--- config.mk ---
export PLATFORM = sky130hd
export DESIGN_NAME = wb_trace_fifo
export DESIGN_NICKNAME = d
export VERILOG_FILES = /design/src/rtl/wb_trace_fifo.sv
export SDC_FILE = /design/constraint.sdc
export NUM_CORES = 1
export LEC_CHECK = 0
export ABC_AREA = 1
export ABC_CLOCK_PERIOD_IN_PS = 3320
export BUFFER_PORTS_ARGS = -buffer_cell sky130_fd_sc_hd__buf_2
export CAP_MARGIN = 15
export CORE_AREA = 2 2 104 181
export DETAILED_ROUTE_END_ITERATION = 12
export DIE_AREA = 0 0 106 183
export GPL_TIMING_DRIVEN = 1
export SLEW_MARGIN = 40
export SYNTH_ARGS = -nofsm -noshare
export SYNTH_HDL_FRONTEND = slang
export SYNTH_SLANG_ARGS = --single-unit
--- constraint.sdc ---
create_clock -name clk -period 3.32 [get_ports clk]
set_input_delay 0.166 -clock clk [delete_from_list [all_inputs] [get_ports clk]]
set_output_delay 0.166 -clock clk [all_outputs]
set_load 0.02 [all_outputs]
--- src/rtl/wb_trace_fifo.sv ---
// wb_trace_fifo: captures every PU register write-back into a circular FIFO.
// The consumer drains it over a valid/ready interface with first-word
// fall-through. The PU cannot be stalled. A push that finds the FIFO full,
// with no simultaneous pop, is dropped. Dropped pushes set a sticky flag and
// are counted in a saturating counter.
module wb_trace_fifo #(
    parameter int W     = 16,
    parameter int DEPTH = 8,
    parameter int CW    = 8
) (
    input  logic                     clk,
    input  logic                     rst,
    input  logic                     we,
    input  logic [W-1:0]             rwd,
    input  logic                     clr,
    output logic                     out_valid,
    input  logic                     out_ready,
    output logic [W-1:0]             out_data,
    output logic [$clog2(DEPTH):0]   level,
    output logic                     ovf,
    output logic [CW-1:0]            drop_cnt
);

    localparam int AW = $clog2(DEPTH);
    localparam int LW = AW + 1;

    // Storage holds data only. It needs no reset because out_valid gates every read.
    logic [W-1:0]  mem [DEPTH];
    logic [AW-1:0] wr_ptr;
    logic [AW-1:0] rd_ptr;
    logic [LW-1:0] cnt;

    logic pop;
    logic full;
    logic accept;
    logic reject;

    // The drop counter sticks at all-ones instead of wrapping, so a long overflow
    // burst still reads as "many" and never as a small count.
    function automatic logic [CW-1:0] sat_inc(input logic [CW-1:0] v);
        return (&v) ? v : v + CW'(1);
    endfunction

    assign full      = (cnt == LW'(DEPTH));
    assign out_valid = (cnt != '0);
    assign pop       = out_valid & out_ready;
    // When the FIFO is full, a pop in the same cycle frees the slot this push needs.
    assign accept    = we & (~full | pop);
    assign reject    = we & full & ~pop;

    // The head is read straight from storage and forced to zero while empty,
    // so after reset or clear the output reads 0.
    assign out_data  = out_valid ? mem[rd_ptr] : '0;
    assign level     = cnt;

    // Write accepted push data into storage; reset and clear suppress the write.
    always_ff @(posedge clk) begin
        if (accept && !rst && !clr) begin
            mem[wr_ptr] <= rwd;
        end
    end

    // Update pointers, occupancy and overflow tracking. rst has priority over clr,
    // and clr has priority over push and pop.
    always_ff @(posedge clk) begin
        if (rst || clr) begin
            wr_ptr   <= '0;
            rd_ptr   <= '0;
            cnt      <= '0;
            ovf      <= 1'b0;
            drop_cnt <= '0;
        end else begin
            if (accept) begin
                wr_ptr <= wr_ptr + AW'(1);
            end
            if (pop) begin
                rd_ptr <= rd_ptr + AW'(1);
            end
            case ({accept, pop})
                2'b10:   cnt <= cnt + LW'(1);
                2'b01:   cnt <= cnt - LW'(1);
                default: cnt <= cnt;
            endcase
            if (reject) begin
                ovf      <= 1'b1;
                drop_cnt <= sat_inc(drop_cnt);
            end
        end
    end

endmodule

== Word-level counts from Yosys, hierarchy flattened ==
Memory sizes are Yosys's and may differ from the RTL's. A register that Yosys moved wholly into a read port is not among the register bits.
Index checks and enable logic that the tools add are counted.

* Multipliers: 0
* Shift-type cells: 0
* Eq/ne operators: 3
* Bitwise logic cells: 8
* $lt $le $gt $ge: 0
* Reductions and logical operators: 9
* Add/sub/neg operators: 5
* Divide/modulo/power cells: 0
* Multiplexer cells: 6

{| class="wikitable"
|+ Operators by type and width
! cell !! number
|-
| 16-bit 2-to-1 mux || 1
|-
| 8-bit by 1-bit adder with 8-bit output (second input constant) || 1
|-
| 4-bit case mux with 2 select lines || 1
|-
| 8-bit AND reduction || 1
|-
| 3-bit by 1-bit adder with 3-bit output (second input constant) || 2
|-
| 3-bit 2-to-1 mux || 2
|-
| 4-bit by 1-bit adder with 4-bit output (second input constant) || 1
|-
| 1-bit AND || 4
|-
| 4-bit == test (second input constant) || 1
|-
| 4-bit nonzero test || 1
|-
| 4-bit by 1-bit subtractor with 4-bit output (second input constant) || 1
|-
| 1-bit NOT || 3
|-
| 2-bit by 1-bit == test with 1-bit output (second input constant) || 1
|-
| 2-bit == test (second input constant) || 1
|-
| 1-bit logical AND || 2
|-
| 1-bit zero test || 2
|-
| 1-bit 2-to-1 mux || 2
|-
| 2-bit AND reduction || 1
|-
| 2-bit nonzero test || 1
|-
| 1-bit logical OR || 1
|-
| 1-bit OR || 1
|}

* RAM bits: 128
* Bits of input ports: 21
* Output and inout port bits: 30
* Bits in latches: 0
* Flip-flop bits (word level): 19
* Word-level logic and storage cells: 37
* Memories: 1
* ROM bits: 0

{| class="wikitable"
|+ Memories
! memory !! words !! width !! rd ports !! clocked after Yosys merged registers in !! wr ports !! line !! source
|-
| mem || 8 || 16 || 1 || 1 || 1 || 28 || <nowiki>logic [W-1:0] mem [DEPTH];</nowiki>
|}

== Depth between registers and ports, before layout ==
* Word-level depth: 8
* Mapped depth: 12
* Depth with buffers taken out: 12

== Worst setup path before layout ==
Ideal clock, no wire load.

* Kind: register -> register
* Start: reg cnt[2] (netlist: level[2])
* End: mem mem[0][0], enable pin
* Arrival: 2,157 ps
* Path slack: 754 ps
* Period minus slack after synthesis: 2,566 ps
* Stages on the path, launching flop included: 7
* Path through: dfxtp_1 inv_1 nand4_2 nand2_1 inv_1 nand2_1 nor3_1

* Cells in the longest elaborated chain, start to end: 8
* Elaborated cells between the ends (all ways): 10
* Classes of those cells: 1 x eq/ne; 2 x mux; 4 x bitwise; 3 x reduce/logical

{| class="wikitable"
|+ Ends and longest elaborated chain
! what !! line !! source
|-
| from (decl) || 31 || <nowiki>logic [LW-1:0] cnt;</nowiki>
|-
| from (signal assigned) || 80 || <nowiki>2'b10: cnt <= cnt + LW'(1);</nowiki>
|-
| from (signal assigned) || 81 || <nowiki>2'b01: cnt <= cnt - LW'(1);</nowiki>
|-
| from (signal assigned) || 82 || <nowiki>default: cnt <= cnt;</nowiki>
|-
| 4-bit nonzero test / 4-bit == test (equally long branches) || 45, 44 ||
|-
| 1-bit AND / 1-bit NOT (equally long branches) || 46, 48 ||
|-
| 1-bit OR (*) || 48 || <nowiki>assign accept = we & (~full | pop);</nowiki>
|-
| 1-bit AND (*) || 48 ||
|-
| 1-bit logical AND (*) (2 in a row) || 58 || <nowiki>if (accept && !rst && !clr) begin</nowiki>
|-
| 1-bit 2-to-1 mux (*) || 58 ||
|-
| 1-bit 2-to-1 mux (not written as such) (*) || 59 || <nowiki>mem[wr_ptr] <= rwd;</nowiki>
|-
| to (decl) || 28 ||
|}

Every way passes the cells marked *; elsewhere a longest branch is shown, timed or not.

==> results.yml <==
status:
  outcome: "complete, no violations"
clock_tree:
  clkSinkCount: 150
  insertion_delay_ns: 0.42
  post_cts_buffers: 0
  clk_pin_slew_ns: 0.06
  cts_resized: 0
  root_buffer: "clkbuf_16"
  hold_buffers: 0
  cts_made_buffers: 17
  htree_levels: 4
  cts_tree: "built"
  clockBufferDepth: 2
critical_path:
  max_stage_delay_ns: 0.65
  crit_type: "register to primary output"
  critPathCaptureType: "primary output"
  critPathLaunchType: "register"
  rrSetupSlack_ns: 1.10
  cp.buffers_inverters: 2
  crit_slowest_cell: "dfxtp_2"
  arrival_ns: 2.32
  crit_chain: "buf_4 -> o21ai_0 -> o21ai_0 -> o21ai_0 -> nor2_1 -> buf_2"
  reg2reg_depth: 7
  timing.rr.end: "mem[1][15]"
  critPathRequiredTime_ns: 3.15
  r2r-start: "level[2]"
  path_delay_family: "flip-flops"
  crit_top_cell: "o21ai_0"
  crit_fanout: 35
placement:
  finalWeightedCongestion: 0.805
  port_buffers: 50
  dp_hpwl_um: 8400
  placed_cells: 806
die:
  start_util_pct: 34.3
  chipWidth_um: 106
  die_y_um: 183
  die-area_um2: 19400
  coreArea_um2: 18000
  io_pins: 51
  num_rows: 65
hold_path:
  min_from: "rwd[10]"
  hold_path_class: "primary input to register"
  hold_path_end: "mem[3][10]"
  whs_path_depth: 1
power_and_ir_drop:
  pwr_density_cell_nw_per_um2: 574
  power_mw: 4.16
  ir_worst_vdd_mv: 0.390
  p_leak_nw: 2.59
drt:
  vias_per_cell: 4.95
  drtAntennaViolNets: 0
  drtPass1Iterations: 4
  routed_wl_um: 13400
  drc: 0
  drt_iter0_markers: 248
  vias: 4140
  wire_per_inst_um: 16.0
logic_synthesis:
  syn-cell-area_um2: 6160
  synth_seq_cells: 150
  synthMostInstantiatedCell: "edfxtp_1"
  postSynth.topFlopCell: "edfxtp_1"
  synthArstFlopShare_pct: 0
  synthCells: 535
  synth_cell_types: 29
  synth_warnings: 0
  netlist.area_leader.share_pct: 62.4
  synth.area.top_cells: "edfxtp_1 62%, o21ai_0 7.3%, nor2_1 7.2%"
  post-synth-top-area-cell: "edfxtp_1"
  synth_edf_count: 128
  synth_fp_nets: 560
  avgSynthCellArea_um2: 11.5
  synthTopCellsByCount: "128 x edfxtp_1, 119 x nor2_1, 90 x o21ai_0, 44 x nand2_1, 23 x inv_1"
  yosysSeqAreaShare_pct: 69.5
final_layout:
  instances_no_fill: 837
  regArea_um2: 4290
  multiInputGateArea_um2: 1660
  antenna_cells: 0
  n_fill_cell: 1644
  fin_nets: 616
  drive_gt1_share_pct: 17.6
  area_growth_pct: 17.7
timing:
  setup_violations: 0
  hold_viol_final: 0
  setup_tns_ns: 0
  finalCriticalPeriod_ns: 2.49
  hold-worst-slack_ns: 0.0252
  fmax_ghz: 0.402
  max_slew_margin_pct: 49.7
  skew_ns: 0.00809
  timing.final.crit_share_pct: 75.0
  worstMarginPinSlew_ns: 0.755
  drv_slew: 0
  rsz0062_at_grt: "no"
grt:
  antenna_found_initial: 1
  grt_max_degree: 65
  grt_pass1_wl_um: 21600
  grt_overflow: 0
  grt_usage_pct: 14.7
  grt_pass1_vias: 4264
flow_run:
  drv_cap: 0
==> metrics by stage <==
| stage | area (um2) | utilization, % | setup WS, ns |
|---|---|---|---|
| floorplan | 6160 | - | 0.754 |
| global placement | 6700 | 37.3 | 1.22 |
| detailed placement | 6700 | 37.3 | 1.10 |
| CTS | 7250 | 40.4 | 0.789 |
| global route | 7250 | 40.4 | 0.595 |
| finish | 7250 | 40.4 | 0.831 |
==> flip-flops by register name, indices dropped and copies added (netlist names), named ones only <==
name and cells:
mem 128, ovf 1, drop_cnt 8, level 4
wr_ptr 3, rd_ptr 3
==> layer usage <==
metal | vias to the layer above | GRT usage (%) | wire [um]
met5 | - | 0 | 13
met4 | 2 | 7.74 | 360
met3 | 30 | 3.16 | 632
met2 | 115 | 26.9 | 7280
met1 | 1987 | 15.6 | 5130
li1 | 2006 | - | -
==> cell type report <==
class	count	area share (%)
tap	234	4.04
inverter	25	1.31
clock inverter	14	1.79
sequential	150	59.1
timing repair buffer	63	4.97
multi-input combinational	334	22.9
clock buffer	17	5.86
==> where the power goes <==
group	internal [mW]	switching (mW)	total, mW
sequential	2.06	0.0163	2.08
combinational	0.0926	0.213	0.306
clock	1.03	0.751	1.78
==> cells by family (layout without fill, tap and decap cells) <==
family	count (synthesis)	count (layout)	synth area share (%)
simple gates	188	188	12.3
xor+xnor	5	5	0.710
buf+inv	51	119	3.82
compound gates	121	121	10.2
mux	16	16	2.60
fa+ha+maj	4	4	0.812
flops	150	150	69.5
==> worst max path at each step <==
stage	start	endpoint	slack, ns	depth (start not counted)
after floorplan	level[2]	mem[0][0]	0.75	6
after global placement	level[2]	mem[1][3]	1.22	7
after detailed placement	level[0]	mem[1][5]	1.10	7
after CTS	register	out_data[5]	0.79	6
after global routing	register	out_data[0]	0.60	6
final	register	out_data[5]	0.83	6
==> cell usage in the layout (no fill, tap or decap), types with 5 or more instances in the layout <==
master / count
a21oi_1: 12
buf_2: 50
buf_4: 12
clkbuf_16: 17
clkinv_4: 5
dfxtp_1: 20
edfxtp_1: 128
inv_1: 23
mux2i_1: 16
nand2_1: 44
nand3_1: 7
nor2_1: 119
nor3_1: 5
o21ai_0: 90
o22ai_1: 16
==> worst reg2reg max path, cell delays in order, from the launching register on <==
cell	delay, ns
dfxtp_1	0.44
inv_1	0.11
nand4_2	0.14
nand2_1	0.19
inv_1	0.12
nand3_1	0.14
nor2_1	0.57
buf_12	0.23
Note: power is estimated with default switching activity, not from simulation.
